$ cat src/rtl/pipe_pkg.sv
// Shared definitions for the pipeline controller: register-number width,
// controller state encoding and operand-forwarding select codes.
package pipe_pkg;

  localparam int REG_W = 3;

  localparam logic [1:0] ST_INIT     = 2'd0;
  localparam logic [1:0] ST_RUN      = 2'd1;
  localparam logic [1:0] ST_MEM_WAIT = 2'd2;

  localparam logic [1:0] FWD_RF  = 2'b00;
  localparam logic [1:0] FWD_MEM = 2'b01;
  localparam logic [1:0] FWD_WB  = 2'b10;

endpackage

$ cat src/rtl/pipe_fwd_unit.sv
// Operand forwarding select for one ID-stage source register.
// Ports:
//   active     in  1      controller is in a state where forwarding applies
//   rs         in  REG_W  source register number
//   mem_rd     in  REG_W  MEM-stage destination, mem_wr_en in 1
//   wb_rd      in  REG_W  WB-stage destination,  wb_wr_en  in 1
//   fwd_sel    out 2      FWD_RF / FWD_MEM / FWD_WB
module pipe_fwd_unit
  import pipe_pkg::*;
(
  input  logic             active,
  input  logic [REG_W-1:0] rs,
  input  logic [REG_W-1:0] mem_rd,
  input  logic             mem_wr_en,
  input  logic [REG_W-1:0] wb_rd,
  input  logic             wb_wr_en,
  output logic [1:0]       fwd_sel
);

  // The MEM-stage result is younger than the WB one, so it wins when both
  // match. R0 is not special-cased.
  always_comb begin
    fwd_sel = FWD_RF;
    if (active) begin
      if (mem_wr_en && (mem_rd == rs))
        fwd_sel = FWD_MEM;
      else if (wb_wr_en && (wb_rd == rs))
        fwd_sel = FWD_WB;
    end
  end

endmodule

$ cat src/rtl/pipe_hazard_ctrl.sv
// Central controller for the 5-stage 16-bit pipeline: stage enables and
// flushes, load-use / branch hazard handling, data-memory stall with timeout,
// operand forwarding selects, and post-reset clearing of the pipeline regs.
//
// State table:
//   INIT     | forced flush of every stage for INIT_CYC cycles after reset
//   RUN      | normal issue; hazards resolved by priority
//   MEM_WAIT | data memory busy, upstream stages frozen until ack/timeout
//
// Ports:
//   clk, rst                  clock, synchronous active-high reset
//   id_rs1/2, id_rs1/2_used   ID-stage sources and whether they are read
//   ex_rd/ex_wr_en/ex_is_load EX-stage destination info
//   mem_rd/mem_wr_en          MEM-stage destination info
//   wb_rd/wb_wr_en            WB-stage destination info
//   ex_br_taken               taken branch resolved in EX
//   mem_req/mem_ack           data memory handshake
//   *_en, *_flush             stage register load enables / bubble inserts
//   fwd_a_sel/fwd_b_sel       operand forwarding selects
//   mem_err                   sticky memory timeout flag
//   stall_cycles              saturating count of stalled (pc_en=0) cycles
module pipe_hazard_ctrl
  import pipe_pkg::*;
#(
  parameter int INIT_CYC    = 4,
  parameter int MEM_TIMEOUT = 15,
  parameter int CNT_W       = 16
) (
  input  logic             clk,
  input  logic             rst,
  input  logic [REG_W-1:0] id_rs1,
  input  logic [REG_W-1:0] id_rs2,
  input  logic             id_rs1_used,
  input  logic             id_rs2_used,
  input  logic [REG_W-1:0] ex_rd,
  input  logic             ex_wr_en,
  input  logic             ex_is_load,
  input  logic [REG_W-1:0] mem_rd,
  input  logic             mem_wr_en,
  input  logic [REG_W-1:0] wb_rd,
  input  logic             wb_wr_en,
  input  logic             ex_br_taken,
  input  logic             mem_req,
  input  logic             mem_ack,
  output logic             pc_en,
  output logic             if_id_en,
  output logic             id_ex_en,
  output logic             ex_mem_en,
  output logic             mem_wb_en,
  output logic             if_id_flush,
  output logic             id_ex_flush,
  output logic             mem_wb_flush,
  output logic [1:0]       fwd_a_sel,
  output logic [1:0]       fwd_b_sel,
  output logic             mem_err,
  output logic [CNT_W-1:0] stall_cycles
);

  localparam int INIT_W = (INIT_CYC > 2) ? $clog2(INIT_CYC) : 1;

  logic [1:0]        state;
  logic [INIT_W-1:0] init_cnt;
  logic [7:0]        wait_cnt;
  logic              load_use;
  logic              wait_timeout;
  logic              fwd_active;

  assign load_use = ex_is_load && ex_wr_en &&
                    ((id_rs1_used && (id_rs1 == ex_rd)) ||
                     (id_rs2_used && (id_rs2 == ex_rd)));

  assign wait_timeout = (wait_cnt == 8'(MEM_TIMEOUT));
  assign fwd_active   = !rst && ((state == ST_RUN) || (state == ST_MEM_WAIT));

  always_comb begin
    pc_en        = 1'b1;
    if_id_en     = 1'b1;
    id_ex_en     = 1'b1;
    ex_mem_en    = 1'b1;
    mem_wb_en    = 1'b1;
    if_id_flush  = 1'b0;
    id_ex_flush  = 1'b0;
    mem_wb_flush = 1'b0;
    if (rst || !((state == ST_RUN) || (state == ST_MEM_WAIT))) begin
      // Pipeline regs have no reset: keep loading bubbles everywhere.
      pc_en        = 1'b0;
      if_id_flush  = 1'b1;
      id_ex_flush  = 1'b1;
      mem_wb_flush = 1'b1;
    end else if ((state == ST_RUN) ? (mem_req && !mem_ack)
                                   : (!mem_ack && !wait_timeout)) begin
      // Freeze everything upstream of MEM; WB drains and gets a bubble.
      pc_en        = 1'b0;
      if_id_en     = 1'b0;
      id_ex_en     = 1'b0;
      ex_mem_en    = 1'b0;
      mem_wb_flush = 1'b1;
    end else if (state == ST_RUN) begin
      // Hazards are only evaluated in RUN; in MEM_WAIT the release cycle is
      // a plain advance and frozen stages re-evaluate on the next cycle.
      if (ex_br_taken) begin
        if_id_flush = 1'b1;
        id_ex_flush = 1'b1;
      end else if (load_use) begin
        pc_en       = 1'b0;
        if_id_en    = 1'b0;
        id_ex_flush = 1'b1;
      end
    end
  end

  always_ff @(posedge clk) begin
    if (rst) begin
      state        <= ST_INIT;
      init_cnt     <= '0;
      wait_cnt     <= '0;
      mem_err      <= 1'b0;
      stall_cycles <= '0;
    end else begin
      case (state)
        ST_INIT: begin
          init_cnt <= init_cnt + INIT_W'(1);
          if (init_cnt == INIT_W'(INIT_CYC - 1))
            state <= ST_RUN;
        end
        ST_RUN: begin
          if (mem_req && !mem_ack) begin
            state    <= ST_MEM_WAIT;
            wait_cnt <= 8'd1;
          end
        end
        ST_MEM_WAIT: begin
          if (mem_ack) begin
            state <= ST_RUN;
          end else if (wait_timeout) begin
            mem_err <= 1'b1;
            state   <= ST_RUN;
          end else begin
            wait_cnt <= wait_cnt + 8'd1;
          end
        end
        default: state <= ST_INIT;
      endcase

      if (((state == ST_RUN) || (state == ST_MEM_WAIT)) && !pc_en &&
          (stall_cycles != '1))
        stall_cycles <= stall_cycles + CNT_W'(1);
    end
  end

  pipe_fwd_unit u_fwd_a (
    .active    (fwd_active),
    .rs        (id_rs1),
    .mem_rd    (mem_rd),
    .mem_wr_en (mem_wr_en),
    .wb_rd     (wb_rd),
    .wb_wr_en  (wb_wr_en),
    .fwd_sel   (fwd_a_sel)
  );

  pipe_fwd_unit u_fwd_b (
    .active    (fwd_active),
    .rs        (id_rs2),
    .mem_rd    (mem_rd),
    .mem_wr_en (mem_wr_en),
    .wb_rd     (wb_rd),
    .wb_wr_en  (wb_wr_en),
    .fwd_sel   (fwd_b_sel)
  );

endmodule
$ cat config.mk
export PLATFORM = sky130hd
export DESIGN_NAME = pipe_hazard_ctrl
export DESIGN_NICKNAME = d
export VERILOG_FILES = /design/src/rtl/pipe_pkg.sv /design/src/rtl/pipe_fwd_unit.sv /design/src/rtl/pipe_hazard_ctrl.sv
export SDC_FILE = /design/constraint.sdc
export NUM_CORES = 1
export LEC_CHECK = 0
export ABC_AREA = 1
export BUFFER_PORTS_ARGS = -buffer_cell sky130_fd_sc_hd__buf_2
export CELL_PAD_IN_SITES_DETAIL_PLACEMENT = 2
export CELL_PAD_IN_SITES_GLOBAL_PLACEMENT = 2
export CORE_MARGIN = 8
export CORE_UTILIZATION = 28
export DETAILED_ROUTE_END_ITERATION = 16
export PLACE_DENSITY = 0.87
export SYNTH_ARGS = -nofsm -noshare
export SYNTH_HDL_FRONTEND = slang
export SYNTH_SLANG_ARGS = --single-unit
$ cat constraint.sdc
create_clock -name clk -period 2.4 [get_ports clk]
set_input_delay 0.6 -clock clk [delete_from_list [all_inputs] [get_ports clk]]
set_output_delay 0.6 -clock clk [all_outputs]
set_load 0.02 [all_outputs]
# Word level (Yosys, flattened, before mapping)
# Cells that the tools add are included.
# Widths: inputs -> output; s select.
# totals
regBits,29
in_bits,26
wordCells,86
# classes
addsub,3
n_eq_ne,16
mux,35
bitwise_logic,1
reduce_logical,26
# ops
operator,n
$mux 8,3
$mux 1,20
$mux 2,10
$eq 3x3->1,6
$add 16x1->16 const B,1
$ne 16x16->1 const B,1
$pmux 8 s2,1
$logic_and 1x1->1,13
$add 8x1->8 const B,1
$eq 8x4->1 const B,1
$ne 2x2->1 const B,3
$pmux 2 s3,1
$reduce_and 3->1,2
$logic_not 1->1,5
$eq 2x2->1 const B,2
$reduce_and 4->1,1
$logic_or 1x1->1,3
$ne 3x3->1 const B,1
$add 2x1->2 const B,1
$eq 2x1->1 const B,1
$logic_not 2->1,1
$ne 2x1->1 const B,1
$reduce_bool 2->1,1
$not 1->1,1

# Longest topological paths before layout
# Gate-level depths: netlist of run 1.
# logic_depth
depth_word,12
mapped_depth,13
depth_no_buf,12

# Modules after synthesis
# A second synthesis of run 1 with hierarchy kept.
# hier_totals
hier_cells,365
hier_area_um2,2215.9
# modules_own_cells
mod,n_inst,cells_per_inst,area_per_inst_um2
pipe_hazard_ctrl,1,293,1923.1
pipe_fwd_unit,2,36,146.4

# Worst setup path before layout of run 1
# Ideal clock, no wire load.
# synth_path
path_kind,input-to-output
start,input port mem_rd[1]
end,output port fwd_b_sel[1]
arrival_time_ns,1.596
setup_slack_ns,0.204
path_stages,7
path_buffers,0
cell_sequence,inv_1 > or2_2 > o211ai_1 > nor3_1 > inv_1 > nand3_1 > nor3_1
# synth_between
elab_chain_len,4
# synth_rtl
element,line_no,rtl
from (decl),pipe_hazard_ctrl.sv:38,"input logic [REG_W-1:0] mem_rd,"
$eq 3x3->1,pipe_fwd_unit.sv:25,if (mem_wr_en && (mem_rd == rs))
$logic_and 1x1->1,pipe_fwd_unit.sv:25,
$mux 2,pipe_fwd_unit.sv:25,
$mux 2,pipe_fwd_unit.sv:24,if (active) begin
to (decl),pipe_hazard_ctrl.sv:54,"output logic [1:0] fwd_b_sel,"
# No other way between the ends.

# Worst setup path in the final report of run 1
# layout_path
start,register state[1]
end,output port fwd_a_sel[1]
# layout_between
elab_chain_len,4
elab_cells_between_ends,5
classes_between,eq/ne: 2; mux: 1; reduce/logical: 2
# layout_rtl
element,line_no,rtl
from (decl),pipe_hazard_ctrl.sv:61,logic [1:0] state;
from (signal assigned),pipe_hazard_ctrl.sv:114,state <= ST_INIT;
from (signal assigned),pipe_hazard_ctrl.sv:124,state <= ST_RUN;
from (signal assigned),pipe_hazard_ctrl.sv:128,state <= ST_MEM_WAIT;
$eq 2x1->1 / $eq 2x2->1 (equally long branches),pipe_hazard_ctrl.sv:73,assign fwd_active = !rst && ((state == ST_RUN) || (state == ST_MEM_WAIT));
$logic_or 1x1->1 (*),pipe_hazard_ctrl.sv:73,
$logic_and 1x1->1 (*),pipe_hazard_ctrl.sv:73,
$mux 2 (*),pipe_fwd_unit.sv:24,
to (decl),pipe_hazard_ctrl.sv:53,"output logic [1:0] fwd_a_sel,"
# Mark *: on every way between the ends. The rest lies on a longest branch, timed or not.

==> impl_metrics.env, run 1 <==
export IMPL_synth_top_cell_by_area="dfxtp_1"
export IMPL_wl_mm=7.93
export IMPL_slew_violations=0
export IMPL_grt_max_degree=21
export IMPL_die_area_um2=10700
export IMPL_yosysWarnings=0
export IMPL_cts_root_buf="clkbuf_8"
export IMPL_reg2reg_to="wait_cnt[2]$_SDFFE_PP0P_"
export IMPL_synth_seq_cells=29
export IMPL_syn_to_final_growth_pct=26.4
export IMPL_drive_gt1_frac=0.271
export IMPL_run_status="finished, final reports clean"
export IMPL_antenna_cells=0
export IMPL_crit_path_end_kind="output port"
export IMPL_synthTopCellsByArea="dfxtp_1 (27%), nand2_1 (15%), nor2_1 (8.1%)"
export IMPL_synth_top_area_share=0.272
export IMPL_min_delay_start="wait_cnt[1]$_SDFFE_PP0P_"
export IMPL_whs_endpoint="wait_cnt[1]$_SDFFE_PP0P_"
export IMPL_total_power_mw=2.03
export IMPL_r2r_start="state[0]$_SDFFE_PP0P_"
export IMPL_first_pass_iters=4
export IMPL_clock_sink_count=29
export IMPL_grt_pass1_wl_mm=12.7
export IMPL_portBuffers=53
export IMPL_final_min_clock_period_ns=2.31
export IMPL_finalWeightedCongestion=0.759
export IMPL_drt_iter0_markers=45
export IMPL_numCtsBuffers=5
export IMPL_drv_cap=0
export IMPL_synth_distinct_cells=32
export IMPL_cts_tree="yes"
export IMPL_crit_type="reg2out"
export IMPL_ir_drop_uv=269
export IMPL_overflow=0
export IMPL_hpwl_mm=6.18
export IMPL_core_area_um2=7570
export IMPL_cp_startpoint="state[1]$_SDFFE_PP0P_"
export IMPL_hold_path_depth=2
export IMPL_r2r_setup_slack_ns=0.42
export IMPL_hp_class="reg2reg"
export IMPL_cp_arrival_ns=1.71
export IMPL_setup_viol=0
export IMPL_ys_seq_area_frac=0.272
export IMPL_powerDensity_nw_per_um2=752
export IMPL_nNetsFinal=426
export IMPL_htree_levels=2
export IMPL_grtUsageTotal=0.152
export IMPL_layout_common_cells="nand2_1 (83), buf_2 (51), nor2_1 (46), inv_1 (37), dfxtp_1 (26)"
export IMPL_fmax_ghz=0.434
export IMPL_fin_crit_sh=0.961
export IMPL_grt_antenna_before_repair=0
export IMPL_cp_max_fo=5
export IMPL_syn_inst=334
export IMPL_finClkSkew_ns=0.0125
export IMPL_dieHeight_um=103
export IMPL_grt_pass1_vias=2677
export IMPL_hold_violations=0
export IMPL_clkTransAtPathRegs_ns=0.07
export IMPL_avgSynthCellArea_um2=6.39
export IMPL_viasPerCell=4.85
export IMPL_ff2ff_path_depth=9
export IMPL_route_detailed_drc=0
export IMPL_utilization=0.357
export IMPL_synthesis_nets=366
export IMPL_wl_per_cell_um=15.9
export IMPL_die_x_um=103
export IMPL_floorplan_initialDensity=0.282
export IMPL_final_common_cell="nand2_1"
export IMPL_antenna_left=0
export IMPL_via_count=2412
export IMPL_std_cell_rows=32
export IMPL_leakagePower_nw=1.20
export IMPL_postCtsHoldBufs=0
export IMPL_required_ns=1.80
export IMPL_critPathLaunchType="flip-flop"
export IMPL_io_pins=55
export IMPL_n_fill_cell=938
export IMPL_syn_area_um2=2140
export IMPL_clk_latency_ns=0.28
export IMPL_cts_buffer_depth=2
-- synth_stat cells --
| cell | count |
|---|---|
| inv_1 | 40 |
| nor3_1 | 9 |
| o31ai_1 | 1 |
| conb_1 | 1 |
| nand4_2 | 1 |
| nand4_1 | 15 |
| buf_8 | 1 |
| a31oi_1 | 1 |
| clkbuf_1 | 2 |
| inv_2 | 6 |
| dfxtp_1 | 29 |
| o22ai_1 | 1 |
| xnor2_1 | 10 |
| nor2_4 | 3 |
| buf_4 | 3 |
| ha_1 | 6 |
| buf_6 | 3 |
| nor4_1 | 1 |
| nand3_1 | 15 |
| xor2_1 | 11 |
| nand2_2 | 5 |
| a21oi_1 | 22 |
| o211ai_1 | 2 |
| o21ai_0 | 5 |
| nor2_1 | 46 |
| a31o_2 | 1 |
| or2_2 | 2 |
| o2111ai_1 | 1 |
| nand2_1 | 85 |
| nand3_2 | 4 |
| o21a_1 | 1 |
| buf_1 | 1 |
-- repair_timing --
action,CTS,global route
endpoints found under the setup margin,5,5
buffers inserted,0,1
gates resized for setup,7,13
pin swaps,0,2
hold endpoints to repair,0,0
-- sequential cells by signal, indices dropped and copies added, names as in the netlist --
register and cells:
mem_err 1, wait_cnt 8, stall_cycles 16, state 2, init_cnt 2
-- cell type report --
class | count | area [µm²] | share of cell area
Tap cell | 102 | 128 | 0.0473
Sequential cell | 29 | 584 | 0.216
Clock inverter | 1 | 5.00 | 0.00185
Clock buffer | 7 | 96.3 | 0.0357
Inverter | 46 | 173 | 0.0639
Timing Repair Buffer | 63 | 345 | 0.128
Multi-Input combinational cell | 249 | 1370 | 0.507
-- through the flow --
stage / hold slack [ns] / setup WS (ns) / cells / setup TNS [ns] / cell area [µm²]
2_1_floorplan: 0.462 / 0.204 / 334 / 0 / 2140
3_3_place_gp: 0.447 / 0.183 / 488 / 0 / 2510
3_5_place_dp: 0.469 / 0.0338 / 488 / 0 / 2510
4_1_cts: 0.488 / -0.00579 / 496 / -0.00579 / 2630
5_1_grt: 0.526 / -0.0190 / 497 / -0.0190 / 2700
6_report: 0.499 / 0.0938 / 497 / 0 / 2700
-- where the power goes --
group | internal [mW] | switching [mW] | total (mW) | leakage, nW
clock | 0.259 | 0.201 | 0.460 | 0.0542
combinational | 0.338 | 0.631 | 0.969 | 0.914
sequential | 0.542 | 0.0591 | 0.601 | 0.236
-- worst max-delay path, cell delays in order (launching register included) --
cell     delay (ns)
dfxtp_1        0.36
inv_2          0.09
ha_4           0.28
nand2_2        0.11
inv_2          0.10
nand2_1        0.10
nor3_2         0.19
buf_2          0.19
-- worst max path at each step --
stage	cells past startpoint	slack [ns]	end
after floorplan	7	0.20	fwd_b_sel[1]
after global placement	7	0.18	id_ex_flush
after detailed placement	8	0.03	fwd_b_sel[1]
after CTS	10	-0.006	pc_en
after global routing	7	-0.02	fwd_a_sel[1]
final	7	0.09	fwd_a_sel[1]
-- routing by layer --
| layer | vias up | global-route usage | part of all wire |
|---|---|---|---|
| li1 | 1179 | - | - |
| met1 | 1171 | 0.165 | 0.43 |
| met2 | 53 | 0.285 | 0.51 |
| met3 | 9 | 0.0341 | 0.041 |
| met4 | 0 | 0.0434 | 0.014 |
| met5 | - | 0 | 0 |
-- logic make-up after synthesis --
family          count (synthesis)  share of synthesized area
other cells                     1                    0.00176
simple gates                  186                      0.394
buf+inv                        56                      0.120
flops                          29                      0.272
xor+xnor                       21                     0.0861
fa+ha+maj                       6                     0.0351
compound gates                 35                     0.0914
Power figures use the tool's default switching activity.
==> inputs of run 2 (changes only) <==
==> constraint.sdc (replaced) <==
create_clock -name clk -period 2.4 [get_ports clk]
set_input_delay 0.36 -clock clk [delete_from_list [all_inputs] [get_ports clk]]
set_output_delay 0.36 -clock clk [all_outputs]
set_load 0.02 [all_outputs]
==> run 2 against run 1 <==
Design area down 4.2%; cell count is 1.2% lower; worst hold slack got worse by 0.086 ns; clock power barely moved; sequential share of layout area up 0.81 points; global-route usage is 0.98 points higher; die area stayed put.
==> impl_metrics.env, run 2 (synthesized netlist as in run 1, its figures left out) <==
export IMPL_run_status="finished, final reports clean"
export IMPL_die_x_um=103
export IMPL_first_pass_iters=4
export IMPL_fin_crit_sh=0.927
export IMPL_antenna_left=0
export IMPL_die_area_um2=10700
export IMPL_largest_reg_flops=16
export IMPL_hold_violations=0
export IMPL_cp_startpoint="wait_cnt[1]$_SDFFE_PP0P_"
export IMPL_crit_path_end_kind="output port"
export IMPL_reg2reg_to="wait_cnt[0]$_SDFFE_PP0P_"
export IMPL_fin_tns_setup_ns=0
export IMPL_postCtsHoldBufs=0
export IMPL_powerDensity_nw_per_um2=732
export IMPL_crit_family="simple AND/OR/NAND/NOR gates"
export IMPL_utilization=0.342
export IMPL_syn_to_final_growth_pct=21.1
export IMPL_via_count=2442
export IMPL_numCtsBuffers=5
export IMPL_post_cts_buffers=0
export IMPL_viasPerCell=4.97
export IMPL_grtUsageTotal=0.162
export IMPL_largest_register="stall_cycles"
export IMPL_cp_num_cells=10
export IMPL_hold_path_depth=4
export IMPL_hpwl_mm=5.99
export IMPL_clock_sink_count=29
export IMPL_min_delay_start="rst"
export IMPL_cts_buffer_depth=2
export IMPL_final_min_clock_period_ns=2.22
export IMPL_leakagePower_nw=1.17
export IMPL_n_fill_cell=956
export IMPL_crit_chain="ha_1, inv_1, nor2_4, nand3_2, nand3_2, nand2_2, nor2_4, nand2_4, inv_1, buf_2"
export IMPL_grt_max_degree=21
export IMPL_finalWeightedCongestion=0.754
export IMPL_setup_viol=0
export IMPL_route_detailed_drc=0
export IMPL_layout_common_cells="nand2_1 (85), buf_2 (53), nor2_1 (46), inv_1 (40), dfxtp_1 (29)"
export IMPL_cp_arrival_ns=1.86
export IMPL_floorplan_initialDensity=0.282
export IMPL_htree_levels=2
export IMPL_dieHeight_um=103
export IMPL_crit_type="reg2out"
export IMPL_ir_drop_uv=274
export IMPL_nNetsFinal=420
export IMPL_grt_pass1_vias=2808
export IMPL_cp_max_fo=11
export IMPL_critPathLaunchType="flip-flop"
export IMPL_cts_root_buf="clkbuf_8"
export IMPL_clkTransAtPathRegs_ns=0.07
export IMPL_fmax_ghz=0.450
export IMPL_antenna_cells=0
export IMPL_hp_class="in2reg"
export IMPL_cts_tree="yes"
export IMPL_rsz0062_at_grt="no"
export IMPL_std_cell_rows=32
export IMPL_core_area_um2=7570
export IMPL_portBuffers=53
export IMPL_total_power_mw=1.89
export IMPL_grt_antenna_before_repair=0
export IMPL_drive_gt1_frac=0.226
export IMPL_drv_cap=0
export IMPL_ff2ff_path_depth=9
export IMPL_finClkSkew_ns=0.00687
export IMPL_wl_mm=8.03
export IMPL_slew_violations=0
export IMPL_r2r_setup_slack_ns=0.47
export IMPL_whs_endpoint="stall_cycles[8]$_SDFFE_PP0P_"
export IMPL_cpPeakStageDelay_ns=0.37
export IMPL_wl_per_cell_um=16.4
export IMPL_final_common_cell="nand2_1"
export IMPL_slowest_stage="dfxtp_1"
export IMPL_reg_top3="stall_cycles: 16 flops, wait_cnt: 8 flops"
export IMPL_overflow=0
export IMPL_r2r_start="state[1]$_SDFFE_PP0P_"
export IMPL_clk_latency_ns=0.29
export IMPL_grt_pass1_wl_mm=13.4
export IMPL_path_buf_inv=3
export IMPL_required_ns=2.04
export IMPL_io_pins=55
export IMPL_drt_iter0_markers=48
-- run 2: how the worst max path moves through the flow --
stage / end / slack, ns
finish: pc_en / 0.18
global route: pc_en / 0.02
CTS: pc_en / 0.08
detailed placement: wait_cnt[0]$_SDFFE_PP0P_ / 0.39
global placement: pc_en / 0.52
floorplan: fwd_a_sel[1] / 0.58
-- run 2: layer usage --
layer	global-route usage	share of wire
met5	0	0
met4	0.0712	0.026
met3	0.0321	0.041
met2	0.311	0.52
met1	0.164	0.41
-- run 2: repair_timing --
item | CTS | global route
resized for setup | 0 | 2
setup endpoints to repair | 0 | 2
endpoints found under the hold margin | 0 | 0
-- run 2: power by group --
part / total (mW) / internal [mW] / switching, mW
logic: 0.851 / 0.249 / 0.603
clock network: 0.458 / 0.259 / 0.199
registers: 0.584 / 0.538 / 0.0460
total: 1.89 / 1.05 / 0.848
-- run 2: through the flow --
| stage | cell area, µm² | hold slack (ns) | worst slack (ns) | instances |
|---|---|---|---|---|
| 6_report | 2590 | 0.413 | 0.176 | 491 |
| 5_1_grt | 2590 | 0.440 | 0.0160 | 491 |
| 3_5_place_dp | 2480 | 0.467 | 0.389 | 483 |
| 4_1_cts | 2580 | 0.415 | 0.0845 | 491 |
| 2_1_floorplan | 2140 | 0.462 | 0.575 | 334 |
| 3_3_place_gp | 2480 | 0.453 | 0.525 | 483 |
-- run 2: worst reg2reg max path, cell delays in order, from the launching register on --
cell and delay, ns:
dfxtp_1 0.33, inv_1 0.11, ha_1 0.26, inv_1 0.12, a21oi_2 0.23, inv_1 0.12, nand2_2 0.20, inv_1 0.19
o21ai_0 0.20, nor2_1 0.06
-- run 2: layout make-up --
cell class                      instances  area [µm²]  share of cell area
Clock inverter                          1        5.00             0.00194
Tap cell                              102         128              0.0493
Timing Repair Buffer                   57         295               0.114
Clock buffer                            7        96.3              0.0373
Sequential cell                        29         581               0.224
Multi-Input combinational cell        249        1310               0.506
Inverter                               46         173              0.0668
==> inputs of run 3 (changes only) <==
--- a/config.mk
+++ b/config.mk
@@ -7,12 +7,10 @@
 export LEC_CHECK = 0
 export ABC_AREA = 1
 export BUFFER_PORTS_ARGS = -buffer_cell sky130_fd_sc_hd__buf_2
-export CELL_PAD_IN_SITES_DETAIL_PLACEMENT = 2
-export CELL_PAD_IN_SITES_GLOBAL_PLACEMENT = 2
 export CORE_MARGIN = 8
-export CORE_UTILIZATION = 28
+export CORE_UTILIZATION = 53
 export DETAILED_ROUTE_END_ITERATION = 16
-export PLACE_DENSITY = 0.87
+export PLACE_DENSITY = 0.86
 export SYNTH_ARGS = -nofsm -noshare
 export SYNTH_HDL_FRONTEND = slang
 export SYNTH_SLANG_ARGS = --single-unit
==> run 3 against run 2 <==
Register-to-register slack improved by 0.06 ns; first-iteration DRC count rose to 3.6 times the previous value; die area is 41% lower; sequential share of layout area is 0.59 points higher; clock skew up 0.0014 ns; setup slack better by 0.086 ns; clock power rose by 15%; via count down 9.6%; critical path type unchanged.
==> impl_metrics.env, run 3 (synthesized netlist as in run 1, its figures left out) <==
export IMPL_dr_wl_met3_um=348
export IMPL_ir_drop_uv=380
export IMPL_nNetsFinal=419
export IMPL_drive_gt1_frac=0.219
export IMPL_drv_cap=0
export IMPL_fmax_ghz=0.468
export IMPL_layout_common_cells="nand2_1 (85), buf_2 (53), nor2_1 (46), inv_1 (40), dfxtp_1 (29)"
export IMPL_place_area_um2=2400
export IMPL_syn_to_final_growth_pct=18.0
export IMPL_clk_latency_ns=0.29
export IMPL_n_fill_cell=362
export IMPL_floorplan_initialDensity=0.542
export IMPL_fin_crit_sh=0.891
export IMPL_crit_path_end_kind="output port"
export IMPL_grt_max_degree=21
export IMPL_hpwl_mm=4.02
export IMPL_met2WireLength_mm=2.26
export IMPL_r2r_setup_slack_ns=0.53
export IMPL_dieHeight_um=79.5
export IMPL_pwr_share_seq=0.308
export IMPL_path_buf_inv=3
export IMPL_seq_area_um2=581
export IMPL_largest_register="stall_cycles"
export IMPL_powerDensity_nw_per_um2=745
export IMPL_cts_resized=0
export IMPL_die_area_um2=6320
export IMPL_crit_family="simple AND/OR/NAND/NOR gates"
export IMPL_htree_levels=2
export IMPL_via_count=2207
export IMPL_final_area_um2=2520
export IMPL_ff2ff_path_depth=8
export IMPL_crit_type="reg2out"
export IMPL_final_min_clock_period_ns=2.14
export IMPL_portBuffers=53
export IMPL_power_frac_comb=0.412
export IMPL_finalWeightedCongestion=0.891
export IMPL_cp_max_fo=8
export IMPL_slowest_stage="dfxtp_1"
export IMPL_std_cell_rows=23
export IMPL_postCtsHoldBufs=0
export IMPL_numCtsBuffers=5
export IMPL_finClkSkew_ns=0.00824
export IMPL_first_pass_iters=4
export IMPL_run_status="finished, final reports clean"
export IMPL_largest_reg_flops=16
export IMPL_grt_pass1_wl_mm=8.96
export IMPL_antenna_cells=0
export IMPL_wl_mm=5.14
export IMPL_cts_buffer_depth=2
export IMPL_antenna_left=0
export IMPL_crit_chain="ha_1, inv_1, nor2_4, nand3_2, nand3_2, nand2_2, nor2_4, nand2_2, inv_1, buf_2"
export IMPL_grt_antenna_before_repair=0
export IMPL_wl_per_cell_um=11.7
export IMPL_reg_top3="stall_cycles: 16 flops, wait_cnt: 8 flops"
export IMPL_required_ns=2.04
export IMPL_slew_violations=0
export IMPL_grtUsageTotal=0.170
export IMPL_hold_violations=0
export IMPL_reg2reg_to="stall_cycles[0]$_SDFFE_PP0P_"
export IMPL_hp_class="in2reg"
export IMPL_cts_root_buf="clkbuf_8"
export IMPL_final_common_cell="nand2_1"
export IMPL_grt_pass1_vias=2168
export IMPL_holdWs_ns=0.400
export IMPL_post_cts_buffers=0
export IMPL_viasPerCell=5.04
export IMPL_clkTransAtPathRegs_ns=0.06
export IMPL_r2r_start="stall_cycles[1]$_SDFFE_PP0P_"
export IMPL_die_x_um=79.5
export IMPL_fin_tns_setup_ns=0
export IMPL_crit_path_end="pc_en"
export IMPL_io_pins=55
export IMPL_leakagePower_nw=1.17
export IMPL_setup_viol=0
export IMPL_critPathLaunchType="flip-flop"
export IMPL_cpPeakStageDelay_ns=0.36
export IMPL_m1WireLength_mm=2.46
export IMPL_top_layer_used="met4"
export IMPL_cts_tree="yes"
export IMPL_route_detailed_drc=0
export IMPL_p_sw_frac=0.403
export IMPL_drt_iter0_markers=173
export IMPL_cp_startpoint="wait_cnt[0]$_SDFFE_PP0P_"
export IMPL_rsz0062_at_grt="no"
export IMPL_overflow=0
export IMPL_core_area_um2=3940
export IMPL_dp_cells=430
export IMPL_clock_sink_count=29
export IMPL_cp_arrival_ns=1.78
export IMPL_final_cells=438
export IMPL_p_int_mw=1.12
export IMPL_cp_num_cells=10
export IMPL_multiInputGateArea_um2=1300
export IMPL_p_sw_mw=0.756
export IMPL_clkPwrFrac=0.280
run 3: how the worst min path moves through the flow:
| stage | from | endpoint | slack, ns | cells past startpoint |
|---|---|---|---|---|
| 6_report | rst | stall_cycles[2]$_SDFFE_PP0P_ | 0.40 | 4 |
| 5_1_grt | rst | stall_cycles[8]$_SDFFE_PP0P_ | 0.42 | 4 |
| 4_1_cts | rst | stall_cycles[8]$_SDFFE_PP0P_ | 0.40 | 4 |
| 3_5_place_dp | mem_err$_SDFFE_PP0P_ | mem_err$_SDFFE_PP0P_ | 0.46 | 2 |
| 3_3_place_gp | mem_err$_SDFFE_PP0P_ | mem_err$_SDFFE_PP0P_ | 0.45 | 2 |
| 2_1_floorplan | wait_cnt[1]$_SDFFE_PP0P_ | wait_cnt[1]$_SDFFE_PP0P_ | 0.46 | 2 |
run 3: layout make-up:
| type | count | area share |
|---|---|---|
| Clock buffer | 7 | 0.0343 |
| Sequential cell | 29 | 0.230 |
| Clock inverter | 1 | 0.0119 |
| Inverter | 46 | 0.0685 |
| Timing Repair Buffer | 56 | 0.114 |
| Tap cell | 50 | 0.0248 |
| Multi-Input combinational cell | 249 | 0.516 |
run 3: routing by layer:
layer / vias to the layer above / global-route usage
li1: 1165 / -
met1: 959 / 0.211
met2: 77 / 0.274
met3: 6 / 0.0473
met4: 0 / 0.0593
met5: - / 0
run 3: power groups by stage:
stage	Clock (mW)	Combinational [mW]	Sequential (mW)
final	0.527	0.773	0.578
after global routing	0.561	0.867	0.584
after CTS	0.535	0.775	0.578
after detailed placement	0	0.771	0.589
after global placement	0	0.755	0.585
after floorplan	0	0.602	0.607
run 3: worst register-to-register path, delay by kind of cell, from the launching register on:
family	cells	cell delay, ns
DFF	1	0.38
adders and majority gates	1	0.19
and+or+nand+nor	7	1.19
run 3: per-stage QoR:
stage,setup slack [ns],util,power [mW]
after floorplan,0.575,-,1.21
after global placement,0.577,0.610,1.34
after detailed placement,0.584,0.610,1.36
after CTS,0.257,0.639,1.89
after global routing,0.131,0.639,2.01
final,0.262,0.639,1.88
